### config.mk
export PLATFORM = sky130hd
export DESIGN_NAME = seq_lut_loader
export DESIGN_NICKNAME = d
export VERILOG_FILES = /design/src/rtl/seq_lut_pkg.sv /design/src/rtl/seq_lut_shadow.sv /design/src/rtl/seq_lut_loader.sv
export SDC_FILE = /design/constraint.sdc
export NUM_CORES = 1
export LEC_CHECK = 0
export ABC_CLOCK_PERIOD_IN_PS = 12800
export CAP_MARGIN = 10
export CELL_PAD_IN_SITES_DETAIL_PLACEMENT = 0
export CELL_PAD_IN_SITES_GLOBAL_PLACEMENT = 1
export CORE_UTILIZATION = 55
export DETAILED_ROUTE_END_ITERATION = 8
export PLACE_DENSITY_LB_ADDON = 0.1
export SLEW_MARGIN = 20
export SYNTH_ARGS = -nofsm -noshare
export SYNTH_HDL_FRONTEND = slang
export SYNTH_SLANG_ARGS = --single-unit
export TNS_END_PERCENT = 100
### constraint.sdc
create_clock -name clk -period 12.8 [get_ports clk]
set_input_delay 2.56 -clock clk [delete_from_list [all_inputs] [get_ports clk]]
set_output_delay 2.56 -clock clk [all_outputs]
set_load 0.02 [all_outputs]
### src/rtl/seq_lut_pkg.sv
// seq_lut_pkg: LUT entry layout, sequencer state encodings and loader types shared
// by seq_lut_loader and sequencer_fsm.
package seq_lut_pkg;
  localparam int ENTRY_W   = 29;
  localparam int STATE_LSB = 0;
  localparam int STATE_W   = 3;
  localparam int RPT_W     = 8;
  localparam int LEN_W     = 16;
  localparam int EOF_BIT   = 27;
  localparam int SOF_BIT   = 28;

  typedef enum logic [STATE_W-1:0] {
    SEQ_RST, SEQ_IDLE, SEQ_ARM, SEQ_SETTLE, SEQ_EXPOSE, SEQ_SHIFT, SEQ_DUMP, SEQ_READOUT
  } seq_state_t;

  typedef struct packed {
    logic             sof;
    logic             eof;
    logic [LEN_W-1:0] data_length;
    logic [RPT_W-1:0] rpt;
    logic [STATE_W-1:0] state;
  } lut_entry_t;

  typedef enum logic [2:0] {
    ERR_NONE, ERR_BAD_STATE, ERR_NO_EOF, ERR_OVERFLOW, ERR_EARLY_EOF, ERR_NO_SOF, ERR_MISMATCH
  } err_code_t;

  typedef enum logic [2:0] {
    LD_IDLE, LD_CLR_W, LD_LOAD, LD_CLR_R, LD_VERIFY, LD_RELEASE, LD_DONE, LD_ERROR
  } ld_state_t;
endpackage

### src/rtl/seq_lut_shadow.sv
// seq_lut_shadow: loader's private copy of the written command list, used to
// verify the sequencer LUT on read-back.
module seq_lut_shadow #(
  parameter int DEPTH   = 16,
  parameter int ENTRY_W = seq_lut_pkg::ENTRY_W,
  localparam int AW     = DEPTH > 1 ? $clog2(DEPTH) : 1
) (
  input  logic               clk,
  input  logic               we_i,
  input  logic [AW-1:0]      waddr_i,
  input  logic [ENTRY_W-1:0] wdata_i,
  input  logic [AW-1:0]      raddr_i,
  output logic [ENTRY_W-1:0] rdata_o
);
  logic [ENTRY_W-1:0] mem_q [DEPTH];

  always_ff @(posedge clk)
    if (we_i) mem_q[waddr_i] <= wdata_i;

  assign rdata_o = mem_q[raddr_i];
endmodule

### src/rtl/seq_lut_loader.sv
// seq_lut_loader: parks the sequencer, streams a command list into its LUT,
// reads it back against a shadow copy and releases the sequencer on a clean match.
module seq_lut_loader #(
  parameter int DEPTH   = 16,
  parameter int ENTRY_W = seq_lut_pkg::ENTRY_W
) (
  input  logic               clk,
  input  logic               reset_i,
  input  logic               start_i,
  input  logic               cfg_valid_i,
  output logic               cfg_ready_o,
  input  logic [ENTRY_W-1:0] cfg_data_i,
  input  logic               cfg_last_i,
  output logic               seq_hold_o,
  output logic               lut_addr_clr_o,
  output logic               lut_wen_o,
  output logic [ENTRY_W-1:0] lut_write_data_o,
  output logic               lut_rden_o,
  input  logic [ENTRY_W-1:0] lut_read_data_i,
  output logic               busy_o,
  output logic               done_o,
  output logic               error_o,
  output logic [2:0]         err_code_o,
  output logic [7:0]         err_index_o,
  output logic [8:0]         entry_count_o
);
  import seq_lut_pkg::*;

  localparam int AW = DEPTH > 1 ? $clog2(DEPTH) : 1;

  ld_state_t          state_q, state_d;
  logic               wen_q, wen_d;
  logic [ENTRY_W-1:0] wdata_q, wdata_d;
  logic [8:0]         count_q, count_d, rd_q, rd_d;
  err_code_t          err_q, err_d, chk;
  logic [7:0]         eidx_q, eidx_d;
  logic [ENTRY_W-1:0] shadow_rd;
  logic [STATE_W-1:0] ent_state;
  logic               ent_sof, ent_eof;

  assign ent_state = cfg_data_i[STATE_LSB +: STATE_W];
  assign ent_sof   = cfg_data_i[SOF_BIT];
  assign ent_eof   = cfg_data_i[EOF_BIT];

  // Entry checks in priority order; count_q is the index of the entry on the bus.
  assign chk = (count_q == 9'd0 && !ent_sof)                 ? ERR_NO_SOF    :
               (ent_state < SEQ_ARM)                         ? ERR_BAD_STATE :
               (ent_eof && !cfg_last_i)                      ? ERR_EARLY_EOF :
               (cfg_last_i && !ent_eof)                      ? ERR_NO_EOF    :
               (!cfg_last_i && count_q == 9'(DEPTH - 1))     ? ERR_OVERFLOW  : ERR_NONE;

  always_comb begin
    state_d = state_q;
    wen_d   = 1'b0;
    wdata_d = wdata_q;
    count_d = count_q;
    rd_d    = rd_q;
    err_d   = err_q;
    eidx_d  = eidx_q;
    case (state_q)
      LD_IDLE, LD_DONE, LD_ERROR:
        if (start_i) begin
          state_d = LD_CLR_W;
          count_d = '0;
          rd_d    = '0;
          err_d   = ERR_NONE;
          eidx_d  = '0;
        end
      LD_CLR_W: state_d = LD_LOAD;
      LD_LOAD:
        if (cfg_valid_i) begin
          if (chk != ERR_NONE) begin
            state_d = LD_ERROR;
            err_d   = chk;
            eidx_d  = count_q[7:0];
          end else begin
            wen_d   = 1'b1;
            wdata_d = cfg_data_i;
            count_d = count_q + 9'd1;
            state_d = cfg_last_i ? LD_CLR_R : LD_LOAD;
          end
        end
      // Hold off the address clear until the final write strobe has gone out.
      LD_CLR_R: state_d = wen_q ? LD_CLR_R : LD_VERIFY;
      LD_VERIFY:
        if (lut_read_data_i != shadow_rd) begin
          state_d = LD_ERROR;
          err_d   = ERR_MISMATCH;
          eidx_d  = rd_q[7:0];
        end else begin
          rd_d    = rd_q + 9'd1;
          state_d = (rd_q + 9'd1 == count_q) ? LD_RELEASE : LD_VERIFY;
        end
      LD_RELEASE: state_d = LD_DONE;
      default: state_d = LD_IDLE;
    endcase
  end

  always_ff @(posedge clk or posedge reset_i)
    if (reset_i) begin
      state_q <= LD_IDLE;
      wen_q   <= 1'b0;
      wdata_q <= '0;
      count_q <= '0;
      rd_q    <= '0;
      err_q   <= ERR_NONE;
      eidx_q  <= '0;
    end else begin
      state_q <= state_d;
      wen_q   <= wen_d;
      wdata_q <= wdata_d;
      count_q <= count_d;
      rd_q    <= rd_d;
      err_q   <= err_d;
      eidx_q  <= eidx_d;
    end

  seq_lut_shadow #(.DEPTH(DEPTH), .ENTRY_W(ENTRY_W)) u_shadow (
    .clk     (clk),
    .we_i    (wen_d),
    .waddr_i (count_q[AW-1:0]),
    .wdata_i (cfg_data_i),
    .raddr_i (rd_q[AW-1:0]),
    .rdata_o (shadow_rd)
  );

  assign cfg_ready_o      = state_q == LD_LOAD;
  assign lut_wen_o        = wen_q;
  assign lut_write_data_o = wdata_q;
  assign lut_rden_o       = state_q == LD_VERIFY;
  assign lut_addr_clr_o   = state_q == LD_CLR_W || (state_q == LD_CLR_R && !wen_q);
  assign seq_hold_o       = !(state_q == LD_RELEASE || state_q == LD_DONE);
  assign busy_o           = !(state_q == LD_IDLE || state_q == LD_DONE || state_q == LD_ERROR);
  assign done_o           = state_q == LD_RELEASE;
  assign error_o          = state_q == LD_ERROR;
  assign err_code_o       = err_q;
  assign err_index_o      = eidx_q;
  assign entry_count_o    = count_q;
endmodule
==> qor.json, run 1 <==
{
  "final_layout": {
    "utilization_pct": 65.2,
    "diodes": 0,
    "final-instance-count-excl-fill": 1960,
    "num-fill-cells": 2765,
    "layout.cell_area.non_filler_um2": 25200,
    "layout.cells.most_common_list": "sky130_fd_sc_hd__edfxtp_1 (464), sky130_fd_sc_hd__clkdlybuf4s50_1 (119), sky130_fd_sc_hd__mux2i_1 (110), sky130_fd_sc_hd__nand2_1 (110), sky130_fd_sc_hd__mux4_2 (73)",
    "layout_commonest_cell": "sky130_fd_sc_hd__edfxtp_1",
    "nets": 1466,
    "layout-drive-gt1-share_pct": 16.0,
    "synthToLayoutAreaGrowth_pct": 16.5
  },
  "placement": {
    "port_buffers": 119,
    "detailedPlacementHpwl_um": 30600,
    "globalplace.congestion": 0.786,
    "placed_cells": 1858,
    "postPlaceCellArea_um2": 23400
  },
  "run": {
    "max_cap_viol_count": 0
  },
  "sta": {
    "timing.slew.headroom_pct": 28.5,
    "finalSetupTns_ns": 0,
    "final_period_minus_worst_setup_slack_ns": 7.39,
    "fin_worst_hold_slack_ns": 0.476,
    "finalHoldViolations": 0,
    "setup_violations": 0,
    "worst_slew_pin_slew_ns": 1.07,
    "timing.clock.skew_ns": 0.00963,
    "setup_repair_after_global_routing_missed_its_margin": "no",
    "finalCritPeriodShare_pct": 57.7,
    "finalMaxSlewViolations": 0,
    "maxClockFrequency_mhz": 135
  },
  "hold_path": {
    "worstHoldPathType": "reg -> reg",
    "min_delay_src": "lut_write_data_o[20]"
  },
  "clock_network": {
    "clock_tree_from_tritoncts": "yes",
    "numCtsBuffers": 52,
    "clock_root_buffer": "sky130_fd_sc_hd__clkbuf_16",
    "clk_latency_ns": 0.57,
    "postCtsResizedCells": 0,
    "cts.sink_count": 526,
    "cts_hold_buffers": 0,
    "clk_pin_slew_ns": 0.06,
    "cts-htree-levels": 2,
    "post_cts_buffers": 0,
    "cts_max_path_buffers": 3
  },
  "global_route": {
    "grt_first_pass_wirelength_um": 77000,
    "grt_pass1_vias": 11900,
    "antenna_found_initial": 0,
    "largest_net_degree_at_the_start_of_global_routing": 63,
    "track_usage_pct": 26.3,
    "overflow": 0
  },
  "drt": {
    "vias": 11800,
    "dr.first_iter.drc_count": 992,
    "wl_per_cell_um": 26.3,
    "ant_nets": 0,
    "drt_drc_violations_left": 0,
    "viasPerCell": 6.01,
    "detail_route.first_pass.iterations": 6,
    "postRouteWirelength_um": 51600
  },
  "critical_path": {
    "regToRegStartpoint": "entry_count_o[0]",
    "critical_path_class": "in -> reg",
    "critical_path.startpoint": "cfg_data_i[28]",
    "worst_endpoint_data_arrival_time_ns": 7.61,
    "cp.required_ns": 13.02,
    "worstPathMaxFanout": 32,
    "setup.worst_path.start_class": "input pin",
    "setup.worst_path.end_class": "register"
  },
  "synthesis": {
    "synth.top_cells.by_area": "sky130_fd_sc_hd__edfxtp_1 (64%), sky130_fd_sc_hd__mux4_2 (7.6%), sky130_fd_sc_hd__dfrtp_1 (7.2%)",
    "multiplexer_fraction_of_the_synthesized_cell_area_pct": 13.5,
    "synth_ff_type": "sky130_fd_sc_hd__edfxtp_1",
    "netlist_area_um2": 21700,
    "synthXorXnorAreaFrac_pct": 2.63,
    "synth_seq_area_share_pct": 71.5,
    "netlist.top_cell.by_area": "sky130_fd_sc_hd__edfxtp_1",
    "postSynth.asyncResetShare_pct": 11.8,
    "synth_simple_gate_area_share_pct": 5.68,
    "synth_seq_cells": 526,
    "distinct_cell_type_count_after_synthesis": 65,
    "synth_compound_gate_area_share_pct": 4.26,
    "per_instance_average_area_after_synthesis_um2": 17.2,
    "synth_nets": 1331,
    "post_synth_edffs": 464,
    "ys_warn_count": 0,
    "synthCells": 1263,
    "post_synth_fa_ha_maj_area_fraction_pct": 0.289,
    "synth.top_cell.area_share_pct": 64.3,
    "synth_top_family_by_area": "multiplexers"
  },
  "die": {
    "rows": 72,
    "start_util_pct": 55.9,
    "die_height_um": 200,
    "fp.dieArea_um2": 40200,
    "core-area_um2": 38700,
    "dieWidth_um": 200,
    "top_level_ports": 120
  },
  "power_and_ir_drop": {
    "power-per-cell-area_nw_per_um2": 155,
    "p_leak_nw": 8.29,
    "irDropWorstVdd_mv": 0.127
  },
  "status": {
    "run_status": "completed"
  }
}
==> metrics by stage <==
step	setup slack [ns]	total power, mW
floorplan	6.47	2.22
global placement	4.90	2.43
detailed placement	4.82	2.44
CTS	5.40	3.93
global route	5.11	4.04
finish	5.41	3.91
==> worst paths after layout <==
path	slack (ns)	to	cells past startpoint
max	5.41	u_shadow.mem_q[1][22]	12
min	0.48	lut_write_data_o[20]	2
max reg2reg	7.04	u_shadow.mem_q[1][22]	12
min reg2reg	0.48	lut_write_data_o[20]	2
max in group asynchronous	9.51	rd_q[0]	3
min in group asynchronous	2.59	lut_write_data_o[27]	3
==> sequential cells by signal, indices dropped and copies added (netlist names) <==
name	cells
u_shadow.mem_q	464
lut_write_data_o	29
entry_count_o	9
rd_q	9
err_index_o	8
err_code_o	3
state_q	3
lut_wen_o	1
==> per-layer routing <==
layer	track usage (%)	vias to the layer above	wire length, um
met3	4.35	66	3640
met5	0	-	0
met4	6.73	0	985
met1	38.0	6042	22200
met2	42.2	449	24800
li1	-	5221	-
==> cell families after synthesis <==
| family | Yosys count |
|---|---|
| xor gates and xnor gates | 65 |
| DFF | 526 |
| and+or+nand+nor | 260 |
| adders and majority gates | 5 |
| buffers and inverters | 81 |
| muxes | 197 |
| AOI/OAI and AO/OA | 129 |
==> report_power, final <==
| group | leakage, nW | internal (mW) | switching [mW] | total [mW] |
|---|---|---|---|---|
| Clock | 0.858 | 0.881 | 0.632 | 1.51 |
| Combinational | 2.45 | 0.186 | 0.237 | 0.422 |
| Sequential | 4.99 | 1.93 | 0.0501 | 1.98 |
==> final cells by class <==
class | instances | area [um^2] | share of cell area [%]
Inverter | 15 | 57.6 | 0.228
Clock inverter | 30 | 260 | 1.03
Clock buffer | 68 | 1450 | 5.76
Tap cell | 518 | 648 | 2.57
Sequential cell | 526 | 15500 | 61.4
Timing Repair Buffer | 147 | 1490 | 5.89
Multi-Input combinational cell | 656 | 5840 | 23.1
==> worst max-delay path, cell delays in order <==
cell and delay, ns:
sky130_fd_sc_hd__clkdlybuf4s50_1 0.46, sky130_fd_sc_hd__buf_4 0.24, sky130_fd_sc_hd__nor4b_1 0.09, sky130_fd_sc_hd__and3_1 0.23, sky130_fd_sc_hd__or2_2 0.32, sky130_fd_sc_hd__nor2_1 0.17, sky130_fd_sc_hd__nand3_2 0.81, sky130_fd_sc_hd__inv_2 0.53
sky130_fd_sc_hd__buf_4 0.48, sky130_fd_sc_hd__nand2_1 0.32, sky130_fd_sc_hd__nor3_2 0.78, sky130_fd_sc_hd__buf_4 0.53
==> cell usage after synthesis, types with 3 or more instances <==
cell and n:
sky130_fd_sc_hd__a21o_1 5, sky130_fd_sc_hd__a21oi_1 25, sky130_fd_sc_hd__a221oi_1 7, sky130_fd_sc_hd__a22o_1 16
sky130_fd_sc_hd__a22oi_1 24, sky130_fd_sc_hd__a31oi_1 6, sky130_fd_sc_hd__and2_1 3, sky130_fd_sc_hd__and3_1 13
sky130_fd_sc_hd__buf_1 5, sky130_fd_sc_hd__buf_2 11, sky130_fd_sc_hd__buf_4 13, sky130_fd_sc_hd__buf_6 12
sky130_fd_sc_hd__clkbuf_1 24, sky130_fd_sc_hd__dfrtp_1 62, sky130_fd_sc_hd__edfxtp_1 464, sky130_fd_sc_hd__ha_1 5
sky130_fd_sc_hd__inv_1 14, sky130_fd_sc_hd__mux2_2 7, sky130_fd_sc_hd__mux2_4 7, sky130_fd_sc_hd__mux2i_1 110
sky130_fd_sc_hd__mux4_2 73, sky130_fd_sc_hd__nand2_1 110, sky130_fd_sc_hd__nand2b_1 9, sky130_fd_sc_hd__nand3_1 14
sky130_fd_sc_hd__nand4_1 7, sky130_fd_sc_hd__nand4b_1 3, sky130_fd_sc_hd__nor2_1 43, sky130_fd_sc_hd__nor2b_1 9
sky130_fd_sc_hd__nor3_1 22, sky130_fd_sc_hd__nor3b_1 3, sky130_fd_sc_hd__nor4_1 9, sky130_fd_sc_hd__o21ai_0 16
sky130_fd_sc_hd__o22ai_1 3, sky130_fd_sc_hd__o2bb2ai_1 3, sky130_fd_sc_hd__or2_2 4, sky130_fd_sc_hd__xnor2_1 36
sky130_fd_sc_hd__xor2_1 29
Power figures use the tool's default switching activity.
==> run 2: changes to the inputs <==
--- a/config.mk
+++ b/config.mk
@@ -5,11 +5,11 @@
 export SDC_FILE = /design/constraint.sdc
 export NUM_CORES = 1
 export LEC_CHECK = 0
-export ABC_CLOCK_PERIOD_IN_PS = 12800
+export ABC_CLOCK_PERIOD_IN_PS = 7080
 export CAP_MARGIN = 10
 export CELL_PAD_IN_SITES_DETAIL_PLACEMENT = 0
 export CELL_PAD_IN_SITES_GLOBAL_PLACEMENT = 1
-export CORE_UTILIZATION = 55
+export CORE_UTILIZATION = 51
 export DETAILED_ROUTE_END_ITERATION = 8
 export PLACE_DENSITY_LB_ADDON = 0.1
 export SLEW_MARGIN = 20
==> constraint.sdc (replaced) <==
create_clock -name clk -period 7.08 [get_ports clk]
set_input_delay 1.416 -clock clk [delete_from_list [all_inputs] [get_ports clk]]
set_output_delay 1.416 -clock clk [all_outputs]
set_load 0.02 [all_outputs]
==> run 2 against run 1 <==
  * Wire length rose by 6.1%
  * Highest routed layer unchanged
  * Power rose by 88%
  * Design area rose by 1.1%
  * Worst hold slack got worse by 0.0034 ns
  * First-iteration DRC count rose by 22%
  * Register-to-register slack got worse by 4.9 ns
  * Largest power group unchanged
  * Core utilization fell by 4.3 points
  * Critical path type unchanged
==> qor.json, run 2 (synthesis gave the netlist of run 1 again) <==
{
  "status": {
    "run_status": "completed"
  },
  "global_route": {
    "antenna_found_initial": {"value": 0, "change": "unchanged"},
    "grt_pass1_vias": {"value": 11900, "change": "+0.47%"},
    "overflow": {"value": 0, "change": "unchanged"},
    "largest_net_degree_at_the_start_of_global_routing": {"value": 63, "change": "unchanged"},
    "grt_first_pass_wirelength": {"value": 80800, "unit": "um", "change": "+4.8%"},
    "track_usage": {"value": 25.9, "unit": "%", "change": "-0.40 points"}
  },
  "power_and_ir_drop": {
    "comb_power_share": {"value": 10.4, "unit": "%", "change": "-0.4 points"},
    "p_leak": {"value": 8.39, "unit": "nW", "change": "+1.1%"},
    "switching_share": {"value": 23.4, "unit": "%", "change": "-0.12 points"},
    "pwr-share-seq": {"value": 48.5, "unit": "%", "change": "-2.0 points"},
    "power-per-cell-area": {"value": 289, "unit": "nW/um^2", "change": "+86%"},
    "power.share.clock": {"value": 41.1, "unit": "%", "change": "+2.4 points"},
    "switching_power": {"value": 1.72, "unit": "mW", "change": "+87%"},
    "irDropWorstVdd": {"value": 0.235, "unit": "mV", "change": "+85%"},
    "intPower": {"value": 5.64, "unit": "mW", "change": "+89%"}
  },
  "sta": {
    "setup_repair_after_global_routing_missed_its_margin": "no",
    "worst_slew_pin_slew": {"value": 1.10, "unit": "ns", "change": "+0.0250 ns"},
    "final_period_minus_worst_setup_slack_ns": 4.99,
    "finalCritPeriodShare_pct": 70.4,
    "setup_violations": {"value": 0, "change": "unchanged"},
    "timing.clock.skew": {"value": 0.0240, "unit": "ns", "change": "+0.0143 ns"},
    "maxClockFrequency_mhz": 201,
    "finalMaxSlewViolations": {"value": 0, "change": "unchanged"},
    "finalHoldViolations": {"value": 0, "change": "unchanged"},
    "timing.slew.headroom": {"value": 26.7, "unit": "%", "change": "-1.8 points"},
    "finalSetupTns": {"value": 0, "unit": "ns", "change": "unchanged"}
  },
  "clock_network": {
    "post_cts_buffers": {"value": 0, "change": "unchanged"},
    "clock_root_buffer": "sky130_fd_sc_hd__clkbuf_16",
    "cts-htree-levels": {"value": 2, "change": "unchanged"},
    "postCtsResizedCells": {"value": 0, "change": "unchanged"},
    "cts.sink_count": {"value": 526, "change": "unchanged"},
    "clk_pin_slew": {"value": 0.06, "unit": "ns", "change": "about the same"},
    "cts_hold_buffers": {"value": 0, "change": "unchanged"},
    "numCtsBuffers": {"value": 54, "change": "+3.8%"},
    "clock_tree_from_tritoncts": "yes",
    "clk_latency": {"value": 0.60, "unit": "ns", "change": "+0.03 ns"},
    "cts_max_path_buffers": {"value": 3, "change": "unchanged"}
  },
  "drt": {
    "dr.first_iter.drc_count": {"value": 1215, "change": "+22%"},
    "postRouteWirelength": {"value": 54800, "unit": "um", "change": "+6.1%"},
    "detail_route.first_pass.iterations": {"value": 5, "change": "-1"},
    "viasPerCell": {"value": 6.00, "change": "-0.10%"},
    "vias": {"value": 11900, "change": "+1.2%"},
    "ant_nets": {"value": 0, "change": "unchanged"},
    "drt_drc_violations_left": {"value": 0, "change": "unchanged"},
    "wl_per_cell": {"value": 27.6, "unit": "um", "change": "+4.8%"}
  },
  "final_layout": {
    "diodes": {"value": 0, "change": "unchanged"},
    "synthToLayoutAreaGrowth_pct": 17.7,
    "nets": {"value": 1469, "change": "+0.20%"},
    "utilization": {"value": 60.8, "unit": "%", "change": "-4.3 points"},
    "layout.cell_area.non_filler": {"value": 25500, "unit": "um^2", "change": "+1.1%"},
    "layout_commonest_cell": "sky130_fd_sc_hd__edfxtp_1",
    "layout-drive-gt1-share": {"value": 16.5, "unit": "%", "change": "+0.51 points"},
    "largest_register_ffs": {"value": 464, "change": "unchanged"},
    "layout.cells.most_common_list": "sky130_fd_sc_hd__edfxtp_1 (464), sky130_fd_sc_hd__clkdlybuf4s50_1 (119), sky130_fd_sc_hd__mux2i_1 (110), sky130_fd_sc_hd__nand2_1 (110), sky130_fd_sc_hd__mux4_2 (73)",
    "largest-register": "u_shadow.mem_q",
    "num-fill-cells": {"value": 3091, "change": "+12%"}
  },
  "placement": {
    "postPlaceCellArea": {"value": 23500, "unit": "um^2", "change": "+0.30%"},
    "port_buffers": {"value": 119, "change": "unchanged"},
    "detailedPlacementHpwl": {"value": 32800, "unit": "um", "change": "+7.0%"},
    "globalplace.congestion": {"value": 0.815, "change": "+3.6%"}
  },
  "critical_path": {
    "cp.required": {"value": 7.35, "unit": "ns", "change": "-5.67 ns"},
    "cp.buffers_inverters": {"value": 3, "change": "-2"},
    "setup.worst_path.end_class": "register",
    "crit_path_top_delay_cell": "sky130_fd_sc_hd__clkdlybuf4s50_1",
    "worstPathMaxFanout": {"value": 24, "change": "-25%"},
    "worst_path_dominant_cell_family": "simple AND/OR/NAND/NOR gates",
    "max_stage_delay": {"value": 0.95, "unit": "ns", "change": "+0.14 ns"},
    "worst_endpoint_data_arrival_time": {"value": 5.25, "unit": "ns", "change": "-2.36 ns"},
    "worst-r2r-setup-slack": {"value": 2.19, "unit": "ns", "change": "-4.85 ns"},
    "timing.critical_path.cells": "clkdlybuf4s50_1, nor4b_1, and3_1, or2_2, nor2_1, nand3_2, inv_2, nand2_1, nor2_4, buf_4",
    "critical_path_class": "in -> reg",
    "setup.worst_path.start_class": "input pin"
  },
  "die": {
    "rows": {"value": 75, "change": "+4.2%"},
    "dieWidth": {"value": 208, "unit": "um", "change": "+3.8%"},
    "start_util": {"value": 51.7, "unit": "%", "change": "-4.3 points"},
    "top_level_ports": {"value": 120, "change": "unchanged"},
    "die_height": {"value": 208, "unit": "um", "change": "+3.8%"},
    "core-area": {"value": 41900, "unit": "um^2", "change": "+8.3%"},
    "fp.dieArea": {"value": 43300, "unit": "um^2", "change": "+7.8%"}
  },
  "hold_path": {
    "worstHoldPathType": "reg -> reg"
  },
  "run": {
    "max_cap_viol_count": {"value": 0, "change": "unchanged"}
  }
}
-- run 2: changes by cell type in the layout (fill, tap and decap cells not counted), sizes merged --
cell,before,now
buf,28,29
clkinvlp,0,3
bufinv,4,10
clkbuf,68,64
clkinv,26,24
-- run 2: metrics by stage --
step | instances | setup slack [ns] | power (mW) | hold WS (ns)
3_3_place_gp | 1878 | 1.41 | 4.40 | 0.458
4_1_cts | 1980 | 2.00 | 7.41 | 0.478
3_5_place_dp | 1879 | 1.39 | 4.40 | 0.462
5_1_grt | 1985 | 1.88 | 7.60 | 0.487
2_1_floorplan | 1263 | 1.89 | 4.01 | 0.506
6_report | 1985 | 2.09 | 7.36 | 0.472
-- run 2: metal layers --
metal | vias to the layer above | GRT usage [%] | wire, um
li1 | 5213 | - | -
met1 | 6175 | 37.8 | 24000
met2 | 449 | 40.7 | 26200
met3 | 79 | 3.46 | 3320
met4 | 0 | 8.48 | 1340
met5 | - | 0 | 0
-- run 2: worst reg2reg max path, stage by stage, from the launching register on --
cell and delay (ns):
sky130_fd_sc_hd__dfrtp_4 0.68, sky130_fd_sc_hd__buf_12 0.29, sky130_fd_sc_hd__nor2b_1 1.02, sky130_fd_sc_hd__a22oi_1 0.27
sky130_fd_sc_hd__and3_1 0.25, sky130_fd_sc_hd__o221ai_1 0.36, sky130_fd_sc_hd__a211oi_1 0.21, sky130_fd_sc_hd__and4_1 0.32
sky130_fd_sc_hd__and3_1 0.31, sky130_fd_sc_hd__a21oi_2 0.67, sky130_fd_sc_hd__mux2_2 0.41
-- run 2: final cells by class --
| cell class | instances | area, um^2 | share of cell area (%) |
|---|---|---|---|
| clock buffers | 64 | 1450 | 5.68 |
| clock inverters | 37 | 445 | 1.75 |
| inverters | 15 | 57.6 | 0.226 |
| multi-input cells | 656 | 5840 | 22.9 |
| flip-flops and latches | 526 | 15500 | 60.7 |
| well taps | 539 | 674 | 2.64 |
| repair buffers | 148 | 1550 | 6.08 |
-- run 2: path summary, 6_finish.rpt --
path,startpoint,endpoint,cells after the start
setup / recovery,cfg_data_i[28],u_shadow.mem_q[7][14],10
hold / removal,lut_write_data_o[9],lut_write_data_o[9],2
setup reg to reg,rd_q[1],err_index_o[0],10
hold reg to reg,lut_write_data_o[9],lut_write_data_o[9],2
max in group asynchronous,reset_i,rd_q[2],3
min in group asynchronous,reset_i,entry_count_o[3],3
-- run 2: power by group through the flow --
| stage | Sequential (mW) | Combinational [mW] | Clock, mW |
|---|---|---|---|
| after detailed placement | 3.63 | 0.772 | 0 |
| final | 3.57 | 0.769 | 3.03 |
| after CTS | 3.57 | 0.777 | 3.07 |
| after floorplan | 3.71 | 0.302 | 0 |
| after global placement | 3.63 | 0.771 | 0 |
| after global routing | 3.58 | 0.836 | 3.18 |
==> run 3: changes to the inputs <==
--- a/config.mk
+++ b/config.mk
@@ -5,7 +5,7 @@
 export SDC_FILE = /design/constraint.sdc
 export NUM_CORES = 1
 export LEC_CHECK = 0
-export ABC_CLOCK_PERIOD_IN_PS = 7080
+export ABC_CLOCK_PERIOD_IN_PS = 4700
 export CAP_MARGIN = 10
 export CELL_PAD_IN_SITES_DETAIL_PLACEMENT = 0
 export CELL_PAD_IN_SITES_GLOBAL_PLACEMENT = 1
==> constraint.sdc (replaced) <==
create_clock -name clk -period 4.7 [get_ports clk]
set_input_delay 0.94 -clock clk [delete_from_list [all_inputs] [get_ports clk]]
set_output_delay 0.94 -clock clk [all_outputs]
set_load 0.02 [all_outputs]
==> run 3 against run 2 <==
  * Largest power group unchanged
  * Wire length increased by 0.72%
  * Sequential power increased by 51%
  * Via count up 0.55%
  * Critical path depth stayed put
  * Die area is the same
  * Flip-flop and latch count unchanged
  * Clock skew is 0.0091 ns lower
  * Clock power rose by 36%
  * Register-to-register slack got worse by 1.9 ns
  * Core utilization up 0.13 points
  * Final cell count grew 1.8%
  * Power rose by 45%
==> qor.json, run 3 (synthesis gave the netlist of run 1 again) <==
{
  "drt": {
    "postRouteWirelength": {"value": 55200, "unit": "um", "change": "+0.72%"},
    "viasPerCell": {"value": 5.93, "change": "-1.2%"},
    "detail_route.first_pass.iterations": {"value": 5, "change": "unchanged"},
    "drt_drc_violations_left": {"value": 0, "change": "unchanged"},
    "vias": {"value": 12000, "change": "+0.55%"},
    "ant_nets": {"value": 0, "change": "unchanged"},
    "dr.first_iter.drc_count": {"value": 1113, "change": "-8.4%"},
    "wl_per_cell": {"value": 27.3, "unit": "um", "change": "-1.0%"}
  },
  "sta": {
    "finalSetupTns": {"value": 0, "unit": "ns", "change": "unchanged"},
    "finalCritPeriodShare_pct": 93.7,
    "final_period_minus_worst_setup_slack_ns": 4.40,
    "maxClockFrequency_mhz": 227,
    "timing.slew.headroom": {"value": 41.8, "unit": "%", "change": "+15 points"},
    "worst_slew_pin_slew": {"value": 0.869, "unit": "ns", "change": "-0.229 ns"},
    "setup_violations": {"value": 0, "change": "unchanged"},
    "finalHoldViolations": {"value": 0, "change": "unchanged"},
    "finalMaxSlewViolations": {"value": 0, "change": "unchanged"},
    "timing.clock.skew": {"value": 0.0149, "unit": "ns", "change": "-0.00910 ns"},
    "setup_repair_after_global_routing_missed_its_margin": "no"
  },
  "critical_path": {
    "cp.buffers_inverters": {"value": 1, "change": "-2"},
    "setup.worst_path.end_class": "register",
    "worst_flop_to_flop_path_endpoint": "err_index_o[6]",
    "critical_path_class": "reg -> reg",
    "worst_endpoint_data_arrival_time": {"value": 4.88, "unit": "ns", "change": "-0.37 ns"},
    "worst-r2r-cell-count": {"value": 10, "change": "unchanged"},
    "max_stage_delay": {"value": 0.68, "unit": "ns", "change": "-0.27 ns"},
    "worstPathMaxFanout": {"value": 17, "change": "-29%"},
    "setup.worst_path.start_class": "register",
    "regToRegStartpoint": "rd_q[1]",
    "critical_path.startpoint": "rd_q[1]",
    "cp.required": {"value": 5.18, "unit": "ns", "change": "-2.17 ns"},
    "worst_path_dominant_cell_family": "simple AND/OR/NAND/NOR gates",
    "worst-r2r-setup-slack": {"value": 0.30, "unit": "ns", "change": "-1.89 ns"},
    "critical_path_depth": {"value": 10, "change": "unchanged"},
    "crit_path_top_delay_cell": "sky130_fd_sc_hd__nor4_1",
    "timing.critical_path.cells": "buf_4, mux4_2, a22o_1, a221oi_2, xnor2_1, nor4_1, and4_1, and3_1, a21oi_2, mux2_4",
    "crit_end": "err_index_o[6]"
  },
  "die": {
    "die_height": {"value": 208, "unit": "um", "change": "unchanged"},
    "top_level_ports": {"value": 120, "change": "unchanged"},
    "core-area": {"value": 41900, "unit": "um^2", "change": "unchanged"},
    "dieWidth": {"value": 208, "unit": "um", "change": "unchanged"},
    "rows": {"value": 75, "change": "unchanged"},
    "fp.dieArea": {"value": 43300, "unit": "um^2", "change": "unchanged"},
    "start_util": {"value": 51.7, "unit": "%", "change": "unchanged"}
  },
  "run": {
    "max_cap_viol_count": {"value": 0, "change": "unchanged"}
  },
  "power_and_ir_drop": {
    "power-per-cell-area": {"value": 417, "unit": "nW/um^2", "change": "+44%"},
    "switching_share": {"value": 24.0, "unit": "%", "change": "+0.63 points"},
    "irDropWorstVdd": {"value": 0.308, "unit": "mV", "change": "+31%"},
    "power.total": {"value": 10.7, "unit": "mW", "change": "+45%"},
    "pwr-share-seq": {"value": 50.4, "unit": "%", "change": "+1.9 points"},
    "intPower": {"value": 8.10, "unit": "mW", "change": "+44%"},
    "switching_power": {"value": 2.56, "unit": "mW", "change": "+49%"},
    "power.share.clock": {"value": 38.6, "unit": "%", "change": "-2.5 points"},
    "comb_power_share": {"value": 11.0, "unit": "%", "change": "+0.6 points"},
    "p_leak": {"value": 8.44, "unit": "nW", "change": "+0.58%"}
  },
  "global_route": {
    "grt_pass1_vias": {"value": 11900, "change": "-0.042%"},
    "track_usage": {"value": 26.0, "unit": "%", "change": "+0.12 points"},
    "antenna_found_initial": {"value": 0, "change": "unchanged"},
    "largest_net_degree_at_the_start_of_global_routing": {"value": 42, "change": "-33%"},
    "overflow": {"value": 0, "change": "unchanged"},
    "grt_first_pass_wirelength": {"value": 81000, "unit": "um", "change": "+0.26%"}
  },
  "placement": {
    "port_buffers": {"value": 119, "change": "unchanged"},
    "detailedPlacementHpwl": {"value": 33400, "unit": "um", "change": "+1.8%"},
    "globalplace.congestion": {"value": 0.810, "change": "-0.61%"}
  },
  "final_layout": {
    "num-fill-cells": {"value": 3114, "change": "+0.74%"},
    "synthToLayoutAreaGrowth_pct": 18.0,
    "nets": {"value": 1504, "change": "+2.4%"},
    "layout_commonest_cell": "sky130_fd_sc_hd__edfxtp_1",
    "largest-register": "u_shadow.mem_q",
    "largest_register_ffs": {"value": 464, "change": "unchanged"},
    "layout.cells.most_common_list": "sky130_fd_sc_hd__edfxtp_1 (464), sky130_fd_sc_hd__clkdlybuf4s50_1 (119), sky130_fd_sc_hd__mux2i_1 (110), sky130_fd_sc_hd__nand2_1 (110), sky130_fd_sc_hd__mux4_2 (73)",
    "diodes": {"value": 0, "change": "unchanged"},
    "layout-drive-gt1-share": {"value": 17.5, "unit": "%", "change": "+1.0 points"}
  },
  "hold_path": {
    "hold_depth": {"value": 2, "change": "unchanged"},
    "worstHoldPathType": "reg -> reg"
  },
  "clock_network": {
    "clk_pin_slew": {"value": 0.06, "unit": "ns", "change": "about the same"},
    "cts_max_path_buffers": {"value": 3, "change": "unchanged"},
    "clock_root_buffer": "sky130_fd_sc_hd__clkbuf_16",
    "clock_tree_from_tritoncts": "yes",
    "cts_hold_buffers": {"value": 0, "change": "unchanged"},
    "postCtsResizedCells": {"value": 0, "change": "unchanged"},
    "cts.sink_count": {"value": 526, "change": "unchanged"},
    "cts-htree-levels": {"value": 2, "change": "unchanged"},
    "numCtsBuffers": {"value": 55, "change": "+1.9%"},
    "post_cts_buffers": {"value": 0, "change": "unchanged"},
    "clk_latency": {"value": 0.61, "unit": "ns", "change": "about the same"}
  },
  "status": {
    "run_status": "completed"
  }
}
-- run 3: changes by cell type in the layout (fill, tap and decap cells not counted), sizes merged --
cell and delta:
buf +34, bufinv -7, clkbuf +7, clkinv +2, clkinvlp -1
-- run 3: metrics by stage --
| step | cells | hold slack (ns) | utilization (%) | setup WS [ns] | cell area, um^2 |
|---|---|---|---|---|---|
| floorplan | 1263 | 0.506 | - | 0.0794 | 21700 |
| global placement | 1917 | 0.458 | 56.9 | 0.163 | 23900 |
| detailed placement | 1917 | 0.462 | 56.9 | 0.111 | 23900 |
| CTS | 2019 | 0.481 | 60.9 | 0.0911 | 25500 |
| global route | 2020 | 0.505 | 61.0 | 0.0686 | 25600 |
| finish | 2020 | 0.475 | 61.0 | 0.297 | 25600 |
-- run 3: worst register-to-register path, delay by kind of cell, from the launching register on --
kind / cells / cell delay [ns]
AND/OR/NAND/NOR: 3 / 1.51
multiplexers: 2 / 0.88
AO/OA/AOI/OAI: 3 / 0.85
flip-flops: 1 / 0.66
buffers and inverters: 1 / 0.29
XOR/XNOR: 1 / 0.11
-- run 3: layout make-up --
class	count	area (um^2)	share of cell area, %
Multi-Input combinational cell	656	5850	22.9
Tap cell	539	674	2.64
Timing Repair Buffer	182	1790	7.00
Clock buffer	71	1460	5.70
Inverter	15	57.6	0.225
Sequential cell	526	15500	60.6
Clock inverter	31	236	0.925
-- run 3: routing by layer --
| metal | GRT usage (%) | routed length [um] | share of wire [%] | vias to the layer above |
|---|---|---|---|---|
| met2 | 41.8 | 26700 | 48 | 401 |
| met1 | 37.7 | 24200 | 44 | 6213 |
| met5 | 0 | 0 | 0 | - |
| met4 | 6.87 | 1070 | 1.9 | 0 |
| met3 | 3.65 | 3180 | 5.8 | 74 |
| li1 | - | - | - | 5293 |
-- run 3: power groups by stage --
stage / Clock, mW / Sequential, mW / Combinational [mW]
final: 4.11 / 5.38 / 1.17
after detailed placement: 0 / 5.47 / 1.17
after global placement: 0 / 5.47 / 1.17
after global routing: 4.35 / 5.40 / 1.26
after floorplan: 0 / 5.59 / 0.456
after CTS: 4.18 / 5.38 / 1.18
-- run 3: how the worst min path moves through the flow --
stage	startpoint	to
floorplan	rd_q[8]	rd_q[8]
global placement	lut_write_data_o[4]	lut_write_data_o[4]
detailed placement	lut_write_data_o[17]	lut_write_data_o[17]
CTS	lut_write_data_o[23]	lut_write_data_o[23]
global route	lut_write_data_o[23]	lut_write_data_o[23]
finish	lut_write_data_o[12]	lut_write_data_o[12]
